==> config.mk <==
export PLATFORM = sky130hd
export DESIGN_NAME = decode_stage
export DESIGN_NICKNAME = d
export VERILOG_FILES = /design/src/rtl/decode_stage.sv
export SDC_FILE = /design/constraint.sdc
export NUM_CORES = 1
export LEC_CHECK = 0
export ABC_CLOCK_PERIOD_IN_PS = 2500
export CAP_MARGIN = 15
export CORE_AREA = 2 2 103 115
export DETAILED_ROUTE_END_ITERATION = 7
export DIE_AREA = 0 0 105 117
export PLACE_DENSITY = 0.83
export SYNTH_ARGS = -nofsm -noshare
export SYNTH_HDL_FRONTEND = slang
export SYNTH_SLANG_ARGS = --single-unit
==> constraint.sdc <==
create_clock -name clk -period 2.5 [get_ports clk]
set_clock_uncertainty 0.15 [all_clocks]
set_input_delay 0.25 -clock clk [delete_from_list [all_inputs] [get_ports clk]]
set_output_delay 0.25 -clock clk [all_outputs]
set_load 0.01 [all_outputs]
==> src/rtl/decode_stage.sv <==
// decode_stage: registered, handshaked RV32I decode stage between fetch and execute.
// Ports:
//   clk, rst_n (sync, active low), flush (kills held bundle and same-cycle input)
//   in_valid/in_ready/in_instr/in_pc : upstream instruction handshake
//   out_valid/out_ready              : downstream bundle handshake
//   out_pc, rs1, rs2, rd, imm, alu_op, alu_src, reg_write, mem_read, mem_write,
//   branch, jump, mem_to_reg, funct3, illegal : registered decoded bundle
//   dec_count : saturating count of output handshakes
module decode_stage #(
    parameter int XLEN         = 32,
    parameter int CNT_W        = 16,
    parameter bit ILLEGAL_PASS = 1
) (
    input  logic             clk,
    input  logic             rst_n,
    input  logic             flush,
    input  logic             in_valid,
    output logic             in_ready,
    input  logic [31:0]      in_instr,
    input  logic [XLEN-1:0]  in_pc,
    output logic             out_valid,
    input  logic             out_ready,
    output logic [XLEN-1:0]  out_pc,
    output logic [4:0]       rs1,
    output logic [4:0]       rs2,
    output logic [4:0]       rd,
    output logic [XLEN-1:0]  imm,
    output logic [3:0]       alu_op,
    output logic [1:0]       alu_src,
    output logic             reg_write,
    output logic             mem_read,
    output logic             mem_write,
    output logic             branch,
    output logic             jump,
    output logic [1:0]       mem_to_reg,
    output logic [2:0]       funct3,
    output logic             illegal,
    output logic [CNT_W-1:0] dec_count
);
    localparam logic [6:0] OP_R = 7'b0110011, OP_I = 7'b0010011, OP_LD = 7'b0000011,
                           OP_ST = 7'b0100011, OP_BR = 7'b1100011, OP_LUI = 7'b0110111,
                           OP_AUIPC = 7'b0010111, OP_JAL = 7'b1101111, OP_JALR = 7'b1100111,
                           OP_FENCE = 7'b0001111, OP_SYS = 7'b1110011;
    localparam logic [3:0] ALU_ADD = 4'd0, ALU_SUB = 4'd1, ALU_AND = 4'd2, ALU_OR = 4'd3,
                           ALU_XOR = 4'd4, ALU_SLL = 4'd5, ALU_SRL = 4'd6, ALU_SRA = 4'd7,
                           ALU_SLT = 4'd8, ALU_SLTU = 4'd9, ALU_PASS_B = 4'd10;

    typedef struct packed {
        logic [XLEN-1:0] pc;
        logic [4:0]      rs1, rs2, rd;
        logic [XLEN-1:0] imm;
        logic [3:0]      alu_op;
        logic [1:0]      alu_src;
        logic            reg_write, mem_read, mem_write, branch, jump;
        logic [1:0]      mem_to_reg;
        logic [2:0]      funct3;
        logic            illegal;
    } bundle_t;

    bundle_t d, q;
    logic [6:0] op, f7;
    logic [2:0] f3;
    logic shift, f7_ok, accept, hs, load;

    // alt selects SUB for funct3=000 and SRA for funct3=101
    function automatic logic [3:0] alu_fn(input logic [2:0] fn, input logic alt);
        case (fn)
            3'b000:  alu_fn = alt ? ALU_SUB : ALU_ADD;
            3'b001:  alu_fn = ALU_SLL;
            3'b010:  alu_fn = ALU_SLT;
            3'b011:  alu_fn = ALU_SLTU;
            3'b100:  alu_fn = ALU_XOR;
            3'b101:  alu_fn = alt ? ALU_SRA : ALU_SRL;
            3'b110:  alu_fn = ALU_OR;
            default: alu_fn = ALU_AND;
        endcase
    endfunction

    assign op    = in_instr[6:0];
    assign f3    = in_instr[14:12];
    assign f7    = in_instr[31:25];
    assign shift = f3 == 3'b001 || f3 == 3'b101;
    assign f7_ok = f7 == 7'b0000000 || f7 == 7'b0100000;

    always_comb begin
        d = '0;
        d.pc = in_pc;
        d.funct3 = f3;
        case (op)
            OP_R: begin
                d.rs1 = in_instr[19:15];
                d.rs2 = in_instr[24:20];
                d.rd = in_instr[11:7];
                d.alu_op = alu_fn(f3, f7[5]);
                d.reg_write = 1'b1;
                d.illegal = !(f7 == 7'b0000000 || (f7 == 7'b0100000 && (f3 == 3'b000 || f3 == 3'b101)));
            end
            OP_I: begin
                d.rs1 = in_instr[19:15];
                d.rd = in_instr[11:7];
                d.imm = shift ? XLEN'(in_instr[24:20]) : XLEN'($signed(in_instr[31:20]));
                d.alu_op = alu_fn(f3, f3 == 3'b101 && f7[5]);
                d.alu_src = 2'b01;
                d.reg_write = 1'b1;
                d.illegal = shift && !f7_ok;
            end
            OP_LD: begin
                d.rs1 = in_instr[19:15];
                d.rd = in_instr[11:7];
                d.imm = XLEN'($signed(in_instr[31:20]));
                d.alu_src = 2'b01;
                d.mem_read = 1'b1;
                d.mem_to_reg = 2'b01;
                d.reg_write = 1'b1;
                d.illegal = f3 == 3'b011 || f3[2:1] == 2'b11;
            end
            OP_ST: begin
                d.rs1 = in_instr[19:15];
                d.rs2 = in_instr[24:20];
                d.imm = XLEN'($signed({in_instr[31:25], in_instr[11:7]}));
                d.alu_src = 2'b01;
                d.mem_write = 1'b1;
                d.illegal = f3[2] || f3 == 3'b011;
            end
            OP_BR: begin
                d.rs1 = in_instr[19:15];
                d.rs2 = in_instr[24:20];
                d.imm = XLEN'($signed({in_instr[31], in_instr[7], in_instr[30:25], in_instr[11:8], 1'b0}));
                d.alu_op = ALU_SUB;
                d.branch = 1'b1;
                d.illegal = f3[2:1] == 2'b01;
            end
            OP_LUI, OP_AUIPC: begin
                d.rd = in_instr[11:7];
                d.imm = XLEN'($signed({in_instr[31:12], 12'b0}));
                d.alu_op = op == OP_LUI ? ALU_PASS_B : ALU_ADD;
                d.alu_src = op == OP_LUI ? 2'b01 : 2'b10;
                d.reg_write = 1'b1;
            end
            OP_JAL: begin
                d.rd = in_instr[11:7];
                d.imm = XLEN'($signed({in_instr[31], in_instr[19:12], in_instr[20], in_instr[30:21], 1'b0}));
                d.alu_src = 2'b10;
                d.jump = 1'b1;
                d.reg_write = 1'b1;
                d.mem_to_reg = 2'b10;
            end
            OP_JALR: begin
                d.rs1 = in_instr[19:15];
                d.rd = in_instr[11:7];
                d.imm = XLEN'($signed(in_instr[31:20]));
                d.alu_src = 2'b01;
                d.jump = 1'b1;
                d.reg_write = 1'b1;
                d.mem_to_reg = 2'b10;
                d.illegal = f3 != 3'b000;
            end
            OP_FENCE, OP_SYS: d.illegal = 1'b0;
            // every legal opcode ends in 11, so instr[1:0]!=11 also lands here
            default: d.illegal = 1'b1;
        endcase
        if (d.illegal) begin
            d.reg_write = 1'b0;
            d.mem_read = 1'b0;
            d.mem_write = 1'b0;
            d.branch = 1'b0;
            d.jump = 1'b0;
        end
    end

    assign in_ready = !out_valid || out_ready;
    assign accept   = in_valid && in_ready;
    assign hs       = out_valid && out_ready;
    // illegal words are still consumed when dropped, they just never load
    assign load     = accept && !flush && (ILLEGAL_PASS || !d.illegal);

    always_ff @(posedge clk) begin
        if (!rst_n) begin
            out_valid <= 1'b0;
            q <= '0;
            dec_count <= '0;
        end else begin
            out_valid <= load || (out_valid && !hs && !flush);
            if (load) q <= d;
            if (hs && !flush && !(&dec_count)) dec_count <= dec_count + 1'b1;
        end
    end

    assign out_pc     = q.pc;
    assign rs1        = q.rs1;
    assign rs2        = q.rs2;
    assign rd         = q.rd;
    assign imm        = q.imm;
    assign alu_op     = q.alu_op;
    assign alu_src    = q.alu_src;
    assign reg_write  = q.reg_write;
    assign mem_read   = q.mem_read;
    assign mem_write  = q.mem_write;
    assign branch     = q.branch;
    assign jump       = q.jump;
    assign mem_to_reg = q.mem_to_reg;
    assign funct3     = q.funct3;
    assign illegal    = q.illegal;
endmodule

Word level (Yosys, flattened, before mapping) --
Index checks and enable logic that the tools add are counted.
Cells by class: multiplexer cells 23, add/sub/neg operators 1, equality and inequality tests 20, divide/modulo/power cells 0, order comparisons 0, reductions and logical operators 36, shift-type cells 0, multiply operators 0, bitwise gates (word level) 0
Operators with widths (number):
- one-hot mux 32 bit (6 select lines) | 1
- one-hot mux 4 bit (7 select lines) | 2
- two-way mux 32 bit | 1
- == test 7 x 6 -> 1 bit, second input constant | 4
- == test 7 bit, second input constant | 4
- two-way mux 5 bit | 4
- adder 16 x 1 -> 16 bit, second input constant | 1
- one-hot mux 4 bit (4 select lines) | 1
- AND reduction 16 bit | 1
- == test 7 x 5 -> 1 bit, second input constant | 2
- logical AND 1 bit | 10
- == test 3 bit, second input constant | 3
- two-way mux 1 bit | 9
- logical OR 1 bit | 8
- == test 7 x 2 -> 1 bit, second input constant | 1
- == test 7 x 4 -> 1 bit, second input constant | 1
- logical NOT 7 bit | 1
- one-hot mux 1 bit (7 select lines) | 1
- OR reduction 7 bit | 1
- == test 3 x 2 -> 1 bit, second input constant | 2
- logical NOT 1 bit | 6
- one-hot mux 2 bit (3 select lines) | 1
- OR reduction 2 bit | 3
- OR reduction 6 bit | 1
- other kinds (11) | 11
Word-level totals: memories 0, memory bits (read-only) 0, output and inout bits 114, input port bits 69, RAM bits 0, register bits after elaboration 113, logic and storage cells 97, latch bits 0

Longest topological paths before layout --
depth after elaboration 7, depth in mapped cells 7, gate-level depth less buffers 6

Worst setup path after synthesis --
No wires, ideal clock.
path kind register to register, start register dec_count[0], end register dec_count[5], slack 457 ps, arrival 1779 ps, cell stages (with the launch flop) 8, path buffers 1, library setup time 115 ps, clock period less this slack 2043 ps, data required time 2235 ps, path through dfxtp_1 -> ha_1 -> nand2_1 -> or3_1 -> o31ai_1 -> buf_2 -> nor4_1 -> o21a_1
Between the ends: cells in the longest elaborated chain, start to end 3, elaborated cells between the ends (all ways) 4, those cells by class add/sub (1); reduce/logical (3)
RTL lines:
- start, declared | RTL line 38 | output logic [CNT_W-1:0] dec_count
- start signal, assigned | RTL line 185 | if (hs && !flush && !(&dec_count)) dec_count <= dec_count + 1'b1;
- parallel branches: the longest is 3 deep, another holds adder 16 x 1 -> 16 bit
Several ways; the timed one is not identified. A chain may end at the register's enable or synchronous reset.

Final worst setup path --
start register out_valid, end register q, in the netlist imm[13]
Between the ends: cells in the longest elaborated chain, start to end 4
RTL lines:
- start, declared | RTL line 21 | output logic out_valid,
- start signal, assigned | RTL line 183 | out_valid <= load || (out_valid && !hs && !flush);
- logical NOT 1 bit | RTL line 171 | assign in_ready = !out_valid || out_ready;
- logical OR 1 bit | RTL line 171
- logical AND 1 bit | RTL line 172 | assign accept = in_valid && in_ready;
- logical AND 1 bit | RTL line 175 | assign load = accept && !flush && (ILLEGAL_PASS || !d.illegal);
- end signal, assigned | RTL line 180 | q <= '0;
- end signal, assigned | RTL line 184 | if (load) q <= d;
- end, declared | RTL line 60 | bundle_t d, q;
No other way between the ends.

==> impl_metrics.py <==
metrics = {
    "pwr": {
        "ir_worst_vdd_uv": 410,
        "p_per_area_mw_per_mm2": 597,
        "pwr-share-comb": 0.107,
        "p_sw_frac": 0.248,
        "power.total_mw": 4.51,
        "p_sw_mw": 1.12,
        "internal_power_mw": 3.39,
        "power_frac_seq": 0.412,
        "p_leak_nw": 2.71,
        "power_frac_clock": 0.481,
    },
    "outcome": {
        "status": "completed",
    },
    "critical_path": {
        "required_ns": 2.69,
        "end_kind": "flip-flop",
        "cp-start-kind": "flip-flop",
        "cp.arrival_ns": 2.41,
        "crit_type": "flip-flop to flip-flop",
        "path_max_fanout": 27,
    },
    "logic_synthesis": {
        "yosysTopAreaCell": "dfxtp_1",
        "synth_top_area_frac": 0.470,
        "seq_area_frac_synth": 0.470,
        "synth_nets": 644,
        "synth_edf_count": 0,
        "syn_inst": 574,
        "yosys_warnings": 0,
        "avgSynthCellArea_sq_um": 8.38,
        "synth_area_sq_mm": 0.00481,
        "async_reset_ff_frac": 0,
        "synth_cell_types": 60,
        "synth_area_leaders": "dfxtp_1 47%, nand2_1 8.3%, a21oi_1 6.4%",
        "synth_seq_cells": 113,
        "ys.flop_type": "dfxtp_1",
    },
    "global_route": {
        "antenna_found_initial": 0,
        "grt_max_degree": 75,
        "grt_pass1_vias": 5116,
        "grt_pass1_wl_um": 25800,
        "overflow": 0,
        "grtUsageTotal": 0.263,
    },
    "route": {
        "ant_nets": 0,
        "finalWirelength_um": 16100,
        "vias": 5117,
        "drc": 0,
        "dr.first_iter.drc_count": 358,
        "firstDrtPassIters": 6,
        "drt-wirelength-per-cell_um": 17.1,
        "viasPerCell": 5.44,
    },
    "flow_run": {
        "cap_violations": 0,
    },
    "clock_tree": {
        "cts_buffer_depth": 2,
        "cts_buffers": 17,
        "cts_root_buf": "clkbuf_16",
        "clk_pin_slew_ns": 0.06,
        "cts_tree": "done",
        "cts.sinks": 113,
        "cts_max_level": 4,
        "ctsHoldBuffers": 0,
        "clk_latency_ns": 0.40,
        "cts_setup_buffers": 0,
        "cts_resized": 0,
    },
    "finish": {
        "syn_to_final_growth_pct": 56.9,
        "drive_gt1_frac": 0.113,
        "final_util": 0.675,
        "num_antenna_cells": 0,
        "fin_area_sq_mm": 0.00755,
        "nNetsFinal": 847,
    },
    "timing": {
        "fin_crit_ns": 2.22,
        "rsz0062_at_grt": "no",
        "worst_pin_slew_ns": 1.03,
        "slew-limit-headroom": 0.314,
        "fmax_mhz": 451,
        "finalSetupViolCount": 0,
        "maxSlewViolCount": 0,
        "hold_violations": 0,
        "post-route-period-util": 0.887,
    },
    "floorplanning": {
        "io_pins": 183,
        "initial_core_util": 0.430,
        "die_y_um": 117,
        "core_sq_mm": 0.0112,
        "die_w_um": 105,
        "dieArea_sq_mm": 0.0123,
        "row_count": 41,
    },
    "place": {
        "io_buffers": 182,
        "hpwl_um": 11900,
        "place_area_sq_mm": 0.00701,
        "gp_congestion": 0.917,
    },
    "worst_hold_path": {
        "hold_class": "input port to flip-flop",
    },
}
cells by family (layout without fill, tap and decap cells):
logic type	count (synthesis)	after routing	share of synthesized area
simple gates	230	230	0.220
compound gates	171	171	0.245
flops	113	113	0.470
buf+inv	47	263	0.0398
xor+xnor	10	10	0.0182
mux	2	2	0.00416
fa+ha+maj	1	1	0.00260
power groups by stage:
stage                     Clock (mW)  Combinational [mW]  Sequential, mW
final                           2.17               0.483            1.86
after detailed placement           0               0.479            1.90
after global routing            2.29               0.518            1.86
after floorplan                    0               0.176            1.91
after CTS                       2.20               0.482            1.86
after global placement             0               0.474            1.89
final cells by class:
class | instances | area (sq um)
multi-input combinational | 414 | 2370
clock buffer | 19 | 453
clock inverter | 13 | 86.3
sequential | 113 | 2260
tap | 150 | 188
timing repair buffer | 223 | 2170
fill | 940 | 3630
inverter | 8 | 30.0
stage by stage:
step / hold slack [ns] / setup TNS, ns / instances / worst slack (ns)
final: 0.243 / 0 / 940 / 0.281
after global routing: 0.241 / 0 / 940 / 0.112
after CTS: 0.234 / 0 / 940 / 0.283
after detailed placement: 0.296 / -0.00150 / 908 / -0.00150
after global placement: 0.288 / 0 / 908 / 0.0324
after floorplan: 0.179 / 0 / 574 / 0.457
final timing paths:
| kind | from | end | slack, ns | cells after the start |
|---|---|---|---|---|
| max | out_valid | imm[13] | 0.28 | 5 |
| max reg2reg | out_valid | imm[13] | 0.28 | 5 |
| min reg2reg | branch | branch | 0.30 | 2 |
| min | in_pc[28] | out_pc[28] | 0.24 | 3 |
critical path, cell delays in order, from the launching register on:
cell and delay [ns]:
dfxtp_1 0.37, nor2b_1 0.27, nor3b_2 0.09, buf_4 0.20, nor2_2 0.78, a221o_1 0.29
cell usage in the layout (no fill, tap or decap), drive strengths merged, types with 5 or more instances in the layout:
cell type and count:
a22o 7, xor2 5, nand2 107, nor2 48, clkinv 7, clkbuf 19
xnor2 5, clkdlybuf4s50 182, nor3 9, nand3b 6, nand2b 7, a221o 8
nor4 8, buf 41, inv 10, a21oi 63, o211ai 6, dfxtp 113
nand3 16, o21ai 26, and3 5, a22oi 20, o31ai 5
synthesized netlist by cell type (2+ instances only):
master,instances
dfxtp_1,113
a221o_1,8
o31ai_1,5
and3_1,5
o211ai_1,6
o21ai_0,26
inv_1,8
o221a_2,3
a31oi_1,2
a221oi_4,2
nor3b_1,2
nand3b_1,6
a22oi_1,20
xor2_1,5
o22ai_1,3
o31a_1,2
or3_1,2
nand3_1,16
o21a_1,3
mux2i_1,2
nand2b_1,7
a21oi_1,62
clkbuf_1,27
nor2b_1,4
a211oi_1,2
nand2_1,107
or4_1,2
nor2_1,46
a22o_1,7
or2_2,2
xnor2_1,5
nor2_2,2
o211a_1,2
a2bb2oi_1,4
o2111ai_1,2
buf_2,12
nor3_1,8
and2_1,4
a311oi_1,2
nor4_1,8
routing by layer:
layer | vias to the layer above | global-route usage | share of wire
li1 | 2457 | - | -
met1 | 2403 | 0.308 | 0.42
met2 | 234 | 0.474 | 0.50
met3 | 23 | 0.0664 | 0.069
met4 | 0 | 0.0871 | 0.014
met5 | - | 0 | 0
Power figures use the tool's default switching activity.
